**src/rtl/lcd_text_sequencer_if.sv**
```systemverilog
// Byte-write handshake between the text sequencer and the LCD byte-write engine.
interface lcd_text_sequencer_if;
  logic       cmd_valid;
  logic       cmd_rs;
  logic [7:0] cmd_data;
  logic       cmd_ready;

  modport master (output cmd_valid, output cmd_rs, output cmd_data, input cmd_ready);
  modport slave  (input cmd_valid, input cmd_rs, input cmd_data, output cmd_ready);
endinterface

```
**src/rtl/lcd_text_sequencer.sv**
```systemverilog
// 2-line character buffer plus the pass sequencer that streams clear/address/character
// bytes to the LCD byte-write engine over a valid/ready handshake.
module lcd_text_sequencer #(
  parameter int unsigned CHARS_PER_LINE = 16,
  parameter logic [7:0]  LINE1_ADDR     = 8'h80,
  parameter logic [7:0]  LINE2_ADDR     = 8'hC0,
  parameter logic [7:0]  CLEAR_CMD      = 8'h01,
  parameter logic [7:0]  FILL_CHAR      = 8'h20
) (
  input  logic                 i_clock,
  input  logic                 i_reset_n,
  input  logic                 i_init_done,
  input  logic                 i_buf_we,
  input  logic [4:0]           i_buf_addr,
  input  logic [7:0]           i_buf_data,
  input  logic                 i_refresh,
  input  logic                 i_clear_first,
  lcd_text_sequencer_if.master io_cmd,
  output logic                 o_busy,
  output logic                 o_done
);

  localparam int unsigned DEPTH   = 2 * CHARS_PER_LINE;
  localparam logic [4:0]  L1_LAST = 5'(CHARS_PER_LINE - 1);
  localparam logic [4:0]  L2_LAST = 5'(DEPTH - 1);

  localparam logic [2:0] S_IDLE   = 3'd0;
  localparam logic [2:0] S_CLEAR  = 3'd1;
  localparam logic [2:0] S_SET_L1 = 3'd2;
  localparam logic [2:0] S_WR_L1  = 3'd3;
  localparam logic [2:0] S_SET_L2 = 3'd4;
  localparam logic [2:0] S_WR_L2  = 3'd5;
  localparam logic [2:0] S_FINISH = 3'd6;

  logic [2:0] r_state;
  logic [4:0] r_idx;
  logic       r_pending;
  logic       r_pend_clear;
  logic [7:0] r_buf [DEPTH];
  logic       r_valid;
  logic       r_rs;
  logic [7:0] r_data;
  logic       r_busy;
  logic       r_done;

  logic [2:0] w_state_nx;
  logic [4:0] w_idx_nx;
  logic       w_pending_nx;
  logic       w_pend_clear_nx;
  logic       w_start;
  logic       w_start_clear;
  logic       w_accept;
  logic       w_load;

  assign w_accept = r_valid & io_cmd.cmd_ready;
  // Output registers reload only when nothing is presented or the current byte was taken.
  assign w_load   = ~r_valid | w_accept;

  always_comb begin
    w_state_nx      = r_state;
    w_idx_nx        = r_idx;
    w_pending_nx    = r_pending;
    w_pend_clear_nx = r_pend_clear;
    w_start         = 1'b0;
    w_start_clear   = 1'b0;
    case (r_state)
      S_IDLE: begin
        if (i_refresh && i_init_done) begin
          w_start       = 1'b1;
          w_start_clear = i_clear_first;
        end
      end
      S_FINISH: begin
        // A request arriving in FINISH merges with the pending one and starts back-to-back.
        if (r_pending || i_refresh) begin
          w_start       = 1'b1;
          w_start_clear = r_pend_clear | (i_refresh & i_clear_first);
        end else begin
          w_state_nx = S_IDLE;
        end
        w_pending_nx    = 1'b0;
        w_pend_clear_nx = 1'b0;
      end
      default: begin
        if (i_refresh) begin
          w_pending_nx    = 1'b1;
          w_pend_clear_nx = r_pend_clear | i_clear_first;
        end
        if (w_accept) begin
          case (r_state)
            S_CLEAR:  w_state_nx = S_SET_L1;
            S_SET_L1: w_state_nx = S_WR_L1;
            S_WR_L1: begin
              w_idx_nx = r_idx + 5'd1;
              if (r_idx == L1_LAST) w_state_nx = S_SET_L2;
            end
            S_SET_L2: w_state_nx = S_WR_L2;
            S_WR_L2: begin
              w_idx_nx = r_idx + 5'd1;
              if (r_idx == L2_LAST) w_state_nx = S_FINISH;
            end
            default:  w_state_nx = S_IDLE;
          endcase
        end
      end
    endcase
    if (w_start) begin
      w_state_nx = w_start_clear ? S_CLEAR : S_SET_L1;
      w_idx_nx   = '0;
    end
  end

  always_ff @(posedge i_clock) begin
    if (!i_reset_n) begin
      for (int unsigned i = 0; i < DEPTH; i++) r_buf[i] <= FILL_CHAR;
    end else if (i_buf_we) begin
      r_buf[i_buf_addr] <= i_buf_data;
    end
  end

  always_ff @(posedge i_clock) begin
    if (!i_reset_n) begin
      r_state      <= S_IDLE;
      r_idx        <= '0;
      r_pending    <= 1'b0;
      r_pend_clear <= 1'b0;
      r_valid      <= 1'b0;
      r_rs         <= 1'b0;
      r_data       <= '0;
      r_busy       <= 1'b0;
      r_done       <= 1'b0;
    end else begin
      r_state      <= w_state_nx;
      r_idx        <= w_idx_nx;
      r_pending    <= w_pending_nx;
      r_pend_clear <= w_pend_clear_nx;
      if (w_load) begin
        r_valid <= (w_state_nx != S_IDLE) && (w_state_nx != S_FINISH);
        r_busy  <= (w_state_nx != S_IDLE) && (w_state_nx != S_FINISH);
        r_done  <= (w_state_nx == S_FINISH);
        r_rs    <= (w_state_nx == S_WR_L1) || (w_state_nx == S_WR_L2);
        case (w_state_nx)
          S_CLEAR:          r_data <= CLEAR_CMD;
          S_SET_L1:         r_data <= LINE1_ADDR;
          S_SET_L2:         r_data <= LINE2_ADDR;
          S_WR_L1, S_WR_L2: r_data <= r_buf[w_idx_nx];
          default:          r_data <= '0;
        endcase
      end
    end
  end

  assign io_cmd.cmd_valid = r_valid;
  assign io_cmd.cmd_rs    = r_rs;
  assign io_cmd.cmd_data  = r_data;
  assign o_busy           = r_busy;
  assign o_done           = r_done;

endmodule

```
**src/flat_wrapper.sv**
```systemverilog
// flat-port wrapper written by rule: the top's interface ports become plain ports
module lcd_text_sequencer_flat 
#(
  parameter int unsigned CHARS_PER_LINE = 16,
  parameter logic [7:0]  LINE1_ADDR     = 8'h80,
  parameter logic [7:0]  LINE2_ADDR     = 8'hC0,
  parameter logic [7:0]  CLEAR_CMD      = 8'h01,
  parameter logic [7:0]  FILL_CHAR      = 8'h20
)
  (i_clock, i_reset_n, i_init_done, i_buf_we, i_buf_addr, i_buf_data, i_refresh, i_clear_first, o_busy, o_done, io_cmd_cmd_valid, io_cmd_cmd_rs, io_cmd_cmd_data, io_cmd_cmd_ready);
  lcd_text_sequencer_if io_cmd_i ();
  input  logic i_clock;
  input  logic i_reset_n;
  input  logic i_init_done;
  input  logic i_buf_we;
  input  logic [4:0] i_buf_addr;
  input  logic [7:0] i_buf_data;
  input  logic i_refresh;
  input  logic i_clear_first;
  output logic o_busy;
  output logic o_done;
  output wire logic [$bits(io_cmd_i.cmd_valid)-1:0] io_cmd_cmd_valid;
  output wire logic [$bits(io_cmd_i.cmd_rs)-1:0] io_cmd_cmd_rs;
  output wire logic [$bits(io_cmd_i.cmd_data)-1:0] io_cmd_cmd_data;
  input wire logic [$bits(io_cmd_i.cmd_ready)-1:0] io_cmd_cmd_ready;
  assign io_cmd_cmd_valid = io_cmd_i.cmd_valid;
  assign io_cmd_cmd_rs = io_cmd_i.cmd_rs;
  assign io_cmd_cmd_data = io_cmd_i.cmd_data;
  assign io_cmd_i.cmd_ready = io_cmd_cmd_ready;
  lcd_text_sequencer #(.CHARS_PER_LINE(CHARS_PER_LINE), .LINE1_ADDR(LINE1_ADDR), .LINE2_ADDR(LINE2_ADDR), .CLEAR_CMD(CLEAR_CMD), .FILL_CHAR(FILL_CHAR)) u_core (.i_clock(i_clock), .i_reset_n(i_reset_n), .i_init_done(i_init_done), .i_buf_we(i_buf_we), .i_buf_addr(i_buf_addr), .i_buf_data(i_buf_data), .i_refresh(i_refresh), .i_clear_first(i_clear_first), .io_cmd(io_cmd_i), .o_busy(o_busy), .o_done(o_done));
endmodule
```
**config.mk**
```make
export PLATFORM = sky130hd
export DESIGN_NAME = lcd_text_sequencer_flat
export DESIGN_NICKNAME = d
export VERILOG_FILES = /design/src/rtl/lcd_text_sequencer_if.sv /design/src/rtl/lcd_text_sequencer.sv /design/src/flat_wrapper.sv
export SDC_FILE = /design/constraint.sdc
export NUM_CORES = 1
export LEC_CHECK = 0
export ABC_AREA = 1
export CORE_MARGIN = 10
export CORE_UTILIZATION = 39
export CTS_CLUSTER_SIZE = 25
export DETAILED_ROUTE_END_ITERATION = 8
export PLACE_DENSITY_LB_ADDON = 0.12
export SETUP_SLACK_MARGIN = 0.3
export SYNTH_ARGS = -nofsm -noshare
export SYNTH_HDL_FRONTEND = slang
export SYNTH_SLANG_ARGS = --single-unit
export TNS_END_PERCENT = 100
```
**constraint.sdc**
```tcl
create_clock -name i_clock -period 3.4 [get_ports i_clock]
set_input_delay 0.68 -clock i_clock [delete_from_list [all_inputs] [get_ports i_clock]]
set_output_delay 0.68 -clock i_clock [all_outputs]
set_load 0.02 [all_outputs]
```
* After elaboration in Yosys (flattened, before gate mapping) *
Memory sizes are Yosys's and may differ from the RTL's.
Cells that the tools add are included.

cells by class
  reduce and logical (&&, ||, !) cells = 12
  equality and inequality tests = 15
  bitwise operators = 7
  multiplexer cells = 30
  $add $sub $neg = 1

operators with widths
  cell                                                              count
  8-bit one-hot mux with 4 select lines                             1
  5-bit 2-to-1 mux                                                  5
  3-bit == test (second input constant)                             6
  3-bit 2-to-1 mux                                                  5
  3-bit one-hot mux with 5 select lines                             1
  3-bit by 2-bit == test with 1-bit output (second input constant)  4
  1-bit 2-to-1 mux                                                  11
  8-bit 2-to-1 mux                                                  1
  1-bit one-hot mux with 2 select lines                             4
  8-bit OR reduction                                                1
  3-bit by 1-bit == test with 1-bit output (second input constant)  2
  3-bit one-hot mux with 2 select lines                             1
  2-bit OR reduction                                                3
  5-bit by 1-bit adder with 5-bit output (second input constant)    1
  5-bit by 4-bit == test with 1-bit output (second input constant)  1
  5-bit == test (second input constant)                             1
  3-bit zero test                                                   1
  3-bit inequality test (second input constant)                     1
  1-bit OR                                                          3
  3-bit nonzero test                                                1
  1-bit bitwise AND                                                 2
  1-bit logical AND                                                 2
  1-bit logical OR                                                  2
  2-bit 2-to-1 mux                                                  1
  3 further kinds                                                   4

word-level totals
  output and inout port bits = 12
  RAM bits = 256
  memories = 1
  logic and storage cells = 74
  register bits = 21

memories
  memory        words  bits a word  rd ports  clocked after Yosys merged registers in  wr ports  RTL line                  text
  u_core.r_buf  32     8            1         0                                        32        lcd_text_sequencer.sv:39  logic [7:0] r_buf [DEPTH];

* Depth between registers and ports, before layout *
Gate-level depths: netlist of the first run.

  depth in word-level cells = 9
  gate-level depth with buffers = 18
  mapped depth without buffers = 18

* Worst setup path after synthesis of the first run *
Ideal clock, no wire load.

  path type = input to register
  start = input io_cmd_cmd_ready
  end = register u_core.r_data[6] (netlist: u_core.io_cmd.cmd_data[6])
  arrival time = 2,060 ps
  setup time = 132 ps
  path buffers = 1
  required time = 3,268 ps
  path slack = 1,208 ps
  stages on the path = 14
  cells stage by stage = nand2_1 nor2_4 nand3_1 nand2_1 nand2_1 nor2_2 buf_1 nand3_1 nand3_1 nand3_1 nand3_1 nand3_1 nand2_1 a21oi_1

on the way
  longest elaborated chain between the ends = 7
  elaborated cells between the ends (all ways) = 16
  those cells by class = eq/ne: 5; mux: 7; bitwise: 2; reduce/logical: 1; memory: 1

ends and longest elaborated chain
  element                                                                    RTL line                   text
  start, declared                                                            flat_wrapper.sv:25         input wire logic [$bits(io_cmd_i.cmd_ready)-1:0] io_cmd_cmd_ready;
  1-bit bitwise AND *                                                        lcd_text_sequencer.sv:55   assign w_accept = r_valid & io_cmd.cmd_ready;
  parallel branches: the longest is 6 deep, another holds memory 32 x 8 bit  n/a
  end signal, assigned                                                       lcd_text_sequencer.sv:146  S_WR_L1, S_WR_L2: r_data <= r_buf[w_idx_nx];
  end, declared                                                              lcd_text_sequencer.sv:42   logic [7:0] r_data;

Every way passes the cells marked *.
A chain may end at the register's enable or synchronous reset.

* Final worst setup path of the first run *
  start = register u_core.r_idx[0]
  end = register u_core.r_data[4] (netlist: u_core.io_cmd.cmd_data[4])

on the way
  longest elaborated chain between the ends = 9
  elaborated cells between the ends (all ways) = 21
  those cells by class = add/sub: 1; eq/ne: 7; mux: 11; reduce/logical: 1; memory: 1

ends and longest elaborated chain
  element                                                                    RTL line                   text
  start, declared                                                            lcd_text_sequencer.sv:36   logic [4:0] r_idx;
  start signal, assigned                                                     lcd_text_sequencer.sv:134  r_idx <= w_idx_nx;
  parallel branches: the longest is 8 deep, another holds memory 32 x 8 bit  n/a
  8-bit one-hot mux with 4 select lines *                                    lcd_text_sequencer.sv:142  case (w_state_nx)

Marks and branches as above.

==> summary.md, run 1 <==
| Metric | Value |
|---|---|
| Status | finished, final reports clean |
| Layout net count | 1,456 |
| Detailed Route WL | 37.67 mm |
| Mapped cell area | 13,060 µm² |
| Final setup viols | 0 |
| Synth top area share | 58.87% |
| Setup CP Type | flip-flop to flip-flop |
| FMAX | 0.3695 GHz |
| Vias | 9,920 |
| RSZ-0062 raised after global routing | false |
| Required time worst endpoint | 3.89 ns |
| Worst r2r path cells | 18 |
| Clk sinks | 277 |
| Share of cells above drive strength 1 | 6.598% |
| Initial core utilization | 39.83% |
| Syn nets | 1,448 |
| Detailed-router iteration count before antenna repair | 5 |
| HP Class | flip-flop to flip-flop |
| Hold Path Cell Cnt | 2 |
| Die X | 203.0 µm |
| Port bufs | 31 |
| Core area | 32,780 µm² |
| Top cells by count, synth | 363 x nand2_1, 276 x nor2_1, 256 x edfxtp_1, 251 x nand3_1, 93 x inv_1 |
| Fin. max-slew vios | 0 |
| CP endpoint kind | flip-flop |
| Post-synth top area cell | edfxtp_1 |
| Placed Instances | 1,842 |
| Setup_tns | 0 ns |
| Final hold viol count | 0 |
| Initial antenna violation count | 0 |
| R2r setup slk | 0.69 ns |
| Initial DRC count | 808 |
| CP Launch Type | flip-flop |
| Die Footprint | 41,200 µm² |
| Die height | 203.0 µm |
| Largest buffer count on any clock path | 3 |
| Synthesized flop and latch total | 277 |
| Area contributors post-synth | edfxtp_1 59%, nand2_1 10%, nand3_1 9.6% |
| Clk_skew | 0.02313 ns |
| Critical path data arrival time | 3.20 ns |
| Post-CTS Repair Setup Buffers | 0 |
| Cell Rows | 66 |
| Pleak | 5.683 nW |
| Worst r2r src | u_core.r_idx[0]$_SDFF_PN0_ |
| Cell area power density | 518.9 nW/µm² |
| Post-synth ARST share | 0% |
| Final worst-path cycle share | 79.60% |
| P&R area growth vs syn | 13.22% |
| H-tree lvl count | 1 |
| Mapped Cells | 1,425 |
| Hold Path Sink | u_core.o_done$_SDFFE_PN0P_ |
| Distinct cells, synth | 29 |
| Sequential cell area | 8108 µm² |
| Final non-filler cell total | 1,897 |
| Seq/Total Area, Yosys | 62.09% |
| R2R Path End | u_core.io_cmd.cmd_data[4]$_SDFFE_PN0P_ |
| TritonCTS clock tree | done |
| # IOs | 32 |
| Min-delay src | u_core.o_done$_SDFFE_PN0P_ |
| Overall routing resource usage | 17.97% |
| Fill cells | 3,220 |
| Resize count post-CTS | 0 |
| Critical-path maximum fanout | 5 |
| Slew of the pin with the lowest slew margin | 0.7231 ns |
| Critical Path Start | u_core.r_idx[0]$_SDFF_PN0_ |
| Largest net degree at the start of global routing | 80 |
| First-pass GRT wire length | 57.81 mm |
| DRC violations left | 0 |
| Synth warn | 0 |
| Num CTS Buffers | 31 |
| Min Tclk post-route | 2.706 ns |
| HPWL Detailed | 23.95 mm |
| Most common cell in the synthesized netlist | nand2_1 |
| Worst-path clk slew | 0.06 ns |
| Routability cong. | 0.8431 |
| Main synth FF type | edfxtp_1 |
| Antenna Cells | 0 |
| Clock Latency Late Sink | 0.57 ns |
| Vias in the first global route | 9,725 |
| Root Buffer | clkbuf_16 |
| Maximum vdd drop | 0.0003634 V |
| Overflow after GRT | 0 |
| Multi-input logic area | 4156 µm² |
| Via-to-Cell Ratio | 5.229 |
| Max Cap Viol | 0 |
| Wirelength per Cell | 19.86 µm |
| Hold Buf Count CTS | 0 |
| Syn Area/Cell | 9.163 µm² |
| EDFF count, synth | 256 |
| Post-route ant nets | 0 |
| Rel. slew slack | 51.62% |
==> cell type report <==
class / count / area share (%)
Timing Repair Buffer: 57 / 4.062
Clock buffer: 44 / 5.916
Multi-Input combinational cell: 962 / 28.11
Clock inverter: 11 / 0.6855
Tap cell: 442 / 3.741
Sequential cell: 277 / 54.84
Inverter: 104 / 2.640
==> cells in the final DEF (no fill, tap or decap), types with 10 or more instances in the layout <==
master,n
a21oi_1,14
buf_4,18
nand2_1,363
nor3_1,14
clkbuf_16,31
nor2_1,276
nand3b_1,10
nand3_1,251
clkdlybuf4s50_1,30
edfxtp_1,256
inv_1,93
dfxtp_1,21
==> worst max path at each step <==
stage / cells past startpoint / to
global placement: 13 / u_core.io_cmd.cmd_data[6]$_SDFFE_PN0P_
finish: 18 / u_core.io_cmd.cmd_data[4]$_SDFFE_PN0P_
global route: 18 / u_core.io_cmd.cmd_data[4]$_SDFFE_PN0P_
floorplan: 14 / u_core.io_cmd.cmd_data[6]$_SDFFE_PN0P_
CTS: 17 / u_core.io_cmd.cmd_data[4]$_SDFFE_PN0P_
detailed placement: 16 / u_core.io_cmd.cmd_data[4]$_SDFFE_PN0P_
==> where the power goes <==
| group | total, W | internal (W) | leakage, nW | switching, W |
|---|---|---|---|---|
| Clock | 0.00327 | 0.00192 | 0.477 | 0.00135 |
| Sequential | 0.00395 | 0.00389 | 2.62 | 0.0000578 |
| Combinational | 0.000455 | 0.000119 | 2.58 | 0.000337 |
| Total | 0.00767 | 0.00593 | 5.68 | 0.00174 |
==> flip-flops by register name (all words and copies together), names as in the netlist <==
| name | flops |
|---|---|
| u_core.r_idx | 5 |
| u_core.r_state | 3 |
| u_core.r_buf | 256 |
| u_core.r_pend_clear | 1 |
| u_core.io_cmd.cmd_rs | 1 |
| u_core.r_pending | 1 |
| u_core.io_cmd.cmd_data | 8 |
| u_core.o_busy | 1 |
| u_core.o_done | 1 |
==> critical path, cell delays in order, from the launching register on <==
cell	delay (ns)
dfxtp_1	0.43
ha_1	0.23
nand2_1	0.06
nor2_1	0.15
ha_1	0.17
nand2_1	0.07
nand3_1	0.10
nand2_1	0.06
nand2_1	0.05
o31ai_1	0.09
a21oi_2	0.21
nand2_1	0.09
nand2_1	0.16
inv_2	0.06
nor2_2	0.14
nand2_1	0.13
clkinv_1	0.14
nand3_1	0.14
a21oi_1	0.15
==> per-layer routing <==
metal / vias to the layer above / global-route usage (%) / share of wire, %
met1: 4869 / 24.89 / 46
li1: 4726 / - / -
met3: 49 / 2.993 / 5.9
met2: 276 / 28.98 / 46
met5: - / 0 / 0
met4: 0 / 3.890 / 1.7
==> kinds of logic after synthesis <==
kind of cell,count (synthesis),synth area share (%)
AND/OR/NAND/NOR,933,30.37
flip-flops,277,62.09
buffers and inverters,186,6.113
AO/OA/AOI/OAI,26,1.140
adder cells (fa/ha/maj),3,0.2875
==> metrics by stage <==
stage               power [W]  cell area, µm²  util [%]  hold slack [ns]  setup WS (ns)
finish               0.007672           14780     45.10           0.4630         0.6937
global route         0.007903           14780     45.10           0.4934         0.4379
CTS                  0.007723           14780     45.10           0.4666         0.7643
detailed placement   0.004482           13810     42.12           0.4573         0.2045
global placement     0.004478           13810     42.12           0.4565         0.2418
floorplan            0.004268           13060         -           0.4374          1.208
No activity file was read; power rests on OpenSTA's default activity.
==> run 2: changes to the inputs <==
==> constraint.sdc (replaced) <==
create_clock -name i_clock -period 2.4 [get_ports i_clock]
set_input_delay 0.48 -clock i_clock [delete_from_list [all_inputs] [get_ports i_clock]]
set_output_delay 0.48 -clock i_clock [all_outputs]
set_load 0.02 [all_outputs]
==> summary.md, run 2 (same netlist as run 1, synthesis figures left out) <==
| Metric | Value |
|---|---|
| Hold Buf Count CTS | 0 (unchanged) |
| Largest buffer count on any clock path | 3 (unchanged) |
| Final setup viols | 0 (unchanged) |
| Share of cells above drive strength 1 | 22.54% (+16 points) |
| H-tree lvl count | 1 (unchanged) |
| Clock Latency Late Sink | 0.56 ns (about the same) |
| Num CTS Buffers | 31 (unchanged) |
| HP Class | input port to flip-flop |
| Final worst-path cycle share | 94.49% (+15 points) |
| Post-place instance area | 15,210 µm² (+10%) |
| Antenna Cells | 0 (unchanged) |
| Detailed Route WL | 42.55 mm (+13%) |
| Layout net count | 1,627 (+12%) |
| Worst-path clk slew | 0.06 ns (about the same) |
| Required time worst endpoint | 2.88 ns (-1.01 ns) |
| RSZ-0062 raised after global routing | true |
| Port bufs | 31 (unchanged) |
| Critical-path maximum fanout | 5 (unchanged) |
| Die X | 203.0 µm (unchanged) |
| Most frequent cells in the layout | 347 x nand2_1, 274 x nor2_1, 256 x edfxtp_1, 188 x nand3_1, 113 x buf_4 |
| CP endpoint kind | flip-flop |
| Rel. slew slack | 58.98% (+7.4 points) |
| Slew of the pin with the lowest slew margin | 0.6153 ns (-0.1077 ns) |
| Via-to-Cell Ratio | 5.241 (+0.22%) |
| Largest reg by FF count | u_core.r_buf |
| Final hold viol count | 0 (unchanged) |
| Pleak | 7.092 nW (+25%) |
| DRC violations left | 0 (unchanged) |
| Largest register FFs | 256 (unchanged) |
| Core area | 32,780 µm² (unchanged) |
| Maximum vdd drop | 0.0004769 V (+31%) |
| Setup CP Type | flip-flop to flip-flop |
| Routability cong. | 0.8310 (-1.4%) |
| Fin. max-slew vios | 0 (unchanged) |
| Cell Rows | 66 (unchanged) |
| Status | finished, final reports clean |
| Overall routing resource usage | 20.50% (+2.5 points) |
| Cell area power density | 629.8 nW/µm² (+21%) |
| Wirelength per Cell | 20.56 µm (+3.5%) |
| P&R area growth vs syn | 34.14% |
| HPWL Detailed | 26.02 mm (+8.7%) |
| Post-route ant nets | 0 (unchanged) |
| TritonCTS clock tree | done |
| Detailed-router iteration count before antenna repair | 5 (unchanged) |
| Cell area after layout | 17,520 µm² (+18%) |
| Max Cap Viol | 0 (unchanged) |
| Clk_skew | 0.01413 ns (-0.009008 ns) |
| Most common cell after layout, fill and taps aside | nand2_1 |
| Initial antenna violation count | 0 (unchanged) |
| Tightest hold margin | 0.3535 ns (-0.1094 ns) |
| Overflow after GRT | 0 (unchanged) |
| Vias in the first global route | 10,882 (+12%) |
| # IOs | 32 (unchanged) |
| Largest net degree at the start of global routing | 38 (-53%) |
| Die Footprint | 41,200 µm² (unchanged) |
| Root Buffer | clkbuf_16 |
| Clk sinks | 277 (unchanged) |
| Vias | 10,848 (+9.4%) |
| Critical path data arrival time | 2.75 ns (-0.45 ns) |
| Min Tclk post-route | 2.268 ns (-0.4386 ns) |
| Die height | 203.0 µm (unchanged) |
| Post-route core utilization | 53.43% (+8.3 points) |
| Initial DRC count | 1,017 (+26%) |
| CP Launch Type | flip-flop |
| First-pass GRT wire length | 64.98 mm (+12%) |
| Initial core utilization | 39.83% (unchanged) |
| FMAX | 0.4410 GHz (+19%) |
## run 2: path summary, 6_finish.rpt
check	startpoint	to	slack (ns)	cells after the start
max	u_core.r_idx[1]$_SDFF_PN0_	u_core.io_cmd.cmd_data[2]$_SDFFE_PN0P_	0.13	18
min	i_refresh	u_core.r_pending$_SDFFE_PN0P_	0.35	4
max reg2reg	u_core.r_idx[1]$_SDFF_PN0_	u_core.io_cmd.cmd_data[2]$_SDFFE_PN0P_	0.13	18
min reg2reg	u_core.io_cmd.cmd_rs$_SDFFE_PN0P_	u_core.io_cmd.cmd_rs$_SDFFE_PN0P_	0.47	2
## run 2: final cells by class
class                   instances  area (µm²)
inverters                     104       415.4
repair buffers                228        2796
flip-flops and latches        277        8125
multi-input cells             962        4661
clock inverters                14       93.84
fillers                      3017       15270
clock buffers                  43       870.8
well taps                     442       553.0
## run 2: worst max-delay path: stages (launching register included)
cell      delay [ns]
dfxtp_2         0.35
ha_4            0.17
nand2_4         0.06
nor2_4          0.13
ha_2            0.19
nand2_2         0.05
nand2_1         0.06
nand3_1         0.07
o21ai_0         0.08
o21ai_0         0.19
inv_1           0.12
nand2_1         0.07
nand2_2         0.08
inv_2           0.05
nor2_4          0.16
nand2_4         0.09
clkinv_4        0.08
nand3_1         0.07
a21oi_1         0.13
## run 2: what timing repair did
action	in CTS	in global routing
pin swaps	29	18
resized for setup	127	50
setup endpoints to repair	12	17
buffers inserted	32	1
gates cloned	12	2
## run 2: metrics by stage
stage          worst slack (ns)  TNS (ns)  total power (W)  instances
4_1_cts                  0.2253         0          0.01108       2067
5_1_grt                 0.03813         0          0.01139       2070
2_1_floorplan            0.3666         0         0.006046       1425
6_report                 0.1323         0          0.01103       2070
3_3_place_gp            -0.4416    -4.229         0.006508       1966
3_5_place_dp            -0.4400    -5.102         0.006518       1966
## run 2: report_power, final
part	internal (W)	switching, W	total (W)
Clock	0.00262	0.00190	0.00451
Combinational	0.000361	0.000560	0.000921
Sequential	0.00551	0.0000837	0.00560
Total	0.00849	0.00254	0.0110
## run 2: layer usage
metal	global-route usage, %	part of all wire, %	vias to the layer above	wire length, µm
met3	3.630	6.9	72	2919
li1	-	-	5095	-
met5	0	0	-	0
met2	33.17	47	352	19960
met1	27.34	44	5329	18560
met4	6.581	2.6	0	1118
==> run 3: changes to the inputs <==
--- a/config.mk
+++ b/config.mk
@@ -6,7 +6,7 @@
 export NUM_CORES = 1
 export LEC_CHECK = 0
 export ABC_AREA = 1
-export CORE_MARGIN = 10
+export CAP_MARGIN = 30
 export CORE_UTILIZATION = 39
 export CTS_CLUSTER_SIZE = 25
 export DETAILED_ROUTE_END_ITERATION = 8
==> summary.md, run 3 (same netlist as run 1, synthesis figures left out) <==
| Metric | Value |
|---|---|
| Status | finished, final reports clean |
| Clock Latency Late Sink | 0.57 ns (about the same) |
| Max Cap Viol | 0 (unchanged) |
| Final setup viols | 0 (unchanged) |
| Die height | 185.0 µm (-8.9%) |
| Crit path cell chain | inv_6 > nand3_4 > nor2_4 > nor2_4 > buf_12 > nand2_8 > clkbuf_16 > clkbuf_16 > nand2_1 > nand3_2 > nand3_1 > nand3_1 > nand2_1 > nand2_1 > nand3_1 > a21oi_2 |
| HP Class | input port to flip-flop |
| Pleak | 7.189 nW (+1.4%) |
| Largest register FFs | 256 (unchanged) |
| Worst-path clk slew | 0.06 ns (about the same) |
| Routability cong. | 0.8637 (+3.9%) |
| Critical path data arrival time | 2.63 ns (-0.12 ns) |
| Vias | 10,851 (+0.028%) |
| Crit-path leading delay family | simple AND/OR/NAND/NOR gates |
| Root Buffer | clkbuf_16 |
| Port bufs | 31 (unchanged) |
| Power, Total | 0.01112 W (+0.78%) |
| # IOs | 32 (unchanged) |
| Initial antenna violation count | 0 (unchanged) |
| Largest net degree at the start of global routing | 38 (unchanged) |
| Critical-path maximum fanout | 9 (+4) |
| DRC violations left | 0 (unchanged) |
| Antenna Cells | 0 (unchanged) |
| Required time worst endpoint | 2.83 ns (-0.05 ns) |
| Largest buffer count on any clock path | 3 (unchanged) |
| CP Launch Type | flip-flop |
| Fill cells | 2,881 (-4.5%) |
| Vias in the first global route | 10,293 (-5.4%) |
| Cell Rows | 66 (unchanged) |
| Clk_skew | 0.01748 ns (+0.003359 ns) |
| Initial core utilization | 39.93% (+0.10 points) |
| H-tree lvl count | 1 (unchanged) |
| Post-route ant nets | 0 (unchanged) |
| TritonCTS clock tree | done |
| Cell area power density | 625.3 nW/µm² (-0.71%) |
| Crit-path slowest cell | dfxtp_4 |
| Placement Setup Slack | -0.5222 ns (-0.08225 ns) |
| Layout net count | 1,638 (+0.68%) |
| CP bufs+invs | 4 (+1) |
| Setup CP Type | flip-flop to flip-flop |
| CP endpoint kind | flip-flop |
| Via-to-Cell Ratio | 5.214 (-0.50%) |
| FMAX | 0.4529 GHz (+2.7%) |
| Fin. max-slew vios | 0 (unchanged) |
| Largest reg by FF count | u_core.r_buf |
| First-pass GRT wire length | 61.81 mm (-4.9%) |
| Slew of the pin with the lowest slew margin | 0.7379 ns (+0.1226 ns) |
| Detailed Route WL | 42.91 mm (+0.84%) |
| Core area | 32,700 µm² (-0.25%) |
| Initial DRC count | 1,027 (+0.98%) |
| Rel. slew slack | 50.75% (-8.2 points) |
| Min Tclk post-route | 2.208 ns (-0.05983 ns) |
| RSZ-0062 raised after global routing | true |
| Clk sinks | 277 (unchanged) |
| Hold Buf Count CTS | 0 (unchanged) |
| Wirelength per Cell | 20.62 µm (+0.30%) |
| Final hold viol count | 0 (unchanged) |
| P&R area growth vs syn | 36.15% |
| Overflow after GRT | 0 (unchanged) |
| Most frequent cells in the layout | 347 x nand2_1, 274 x nor2_1, 256 x edfxtp_1, 165 x nand3_1, 128 x buf_4 |
| Overall routing resource usage | 24.58% (+4.1 points) |
| Final worst slack | 0.1921 ns (+0.05983 ns) |
| Die X | 185.0 µm (-8.9%) |
| Die Footprint | 34,220 µm² (-17%) |
| HPWL Detailed | 25.92 mm (-0.41%) |
| CP peak stage delay | 0.41 ns (+0.06 ns) |
| Maximum vdd drop | 0.0005669 V (+19%) |
| Num CTS Buffers | 31 (unchanged) |
| Most common cell after layout, fill and taps aside | nand2_1 |
| Final worst-path cycle share | 92.00% (-2.5 points) |
| Detailed-router iteration count before antenna repair | 7 (+2) |
| Share of cells above drive strength 1 | 24.53% (+2.0 points) |
## run 3: layer usage
layer,part of all wire [%],track usage [%],up-vias
met4,2.5,6.843,0
met3,8.5,4.719,78
li1,-,-,5117
met5,0,0,-
met1,43,34.23,5195
met2,46,39.01,461
## run 3: final timing paths
kind,start,end,slack [ns],cells past startpoint
setup / recovery,u_core.r_state[1]$_SDFF_PN0_,u_core.io_cmd.cmd_data[3]$_SDFFE_PN0P_,0.19,16
hold / removal,i_refresh,u_core.r_pending$_SDFFE_PN0P_,0.28,3
setup reg to reg,u_core.r_state[1]$_SDFF_PN0_,u_core.io_cmd.cmd_data[3]$_SDFFE_PN0P_,0.19,16
hold reg to reg,u_core.o_done$_SDFFE_PN0P_,u_core.o_done$_SDFFE_PN0P_,0.47,2
## run 3: tightest hold or removal path, delay by kind of cell
kind	cells	cell delay, ns
and+or+nand+nor	1	0.07
buffers and inverters	1	0.15
AOI/OAI and AO/OA	1	0.09
## run 3: area by class of cell
cell class	count	area, µm²	area share, %
sequential	277	8123	45.69
multi-input combinational	962	4863	27.36
timing repair buffer	239	2844	16.00
clock buffer	35	790.8	4.448
tap	442	553.0	3.111
inverter	104	419.2	2.358
clock inverter	22	185.2	1.042
## run 3: timing repair
action | in CTS | in global routing
pin swaps | 22 | 45
gates resized for setup | 97 | 95
buffers inserted | 18 | 17
endpoints found under the setup margin | 12 | 12
gates cloned | 7 | 10
## run 3: per-stage QoR
stage	util (%)	instance area (µm²)	TNS, ns	hold slack, ns	instances
floorplan	-	13060	0	0.4374	1425
global placement	46.47	15200	-4.800	0.4535	1972
detailed placement	46.47	15200	-4.868	0.4581	1972
CTS	51.76	16930	0	0.4348	2054
global route	54.37	17780	0	0.3082	2081
finish	54.37	17780	0	0.2825	2081
## run 3: power breakdown
group	total, W	switching [W]	internal (W)
logic	0.000885	0.000551	0.000334
clock network	0.00462	0.00195	0.00267
registers	0.00561	0.0000939	0.00551
total	0.0111	0.00260	0.00852
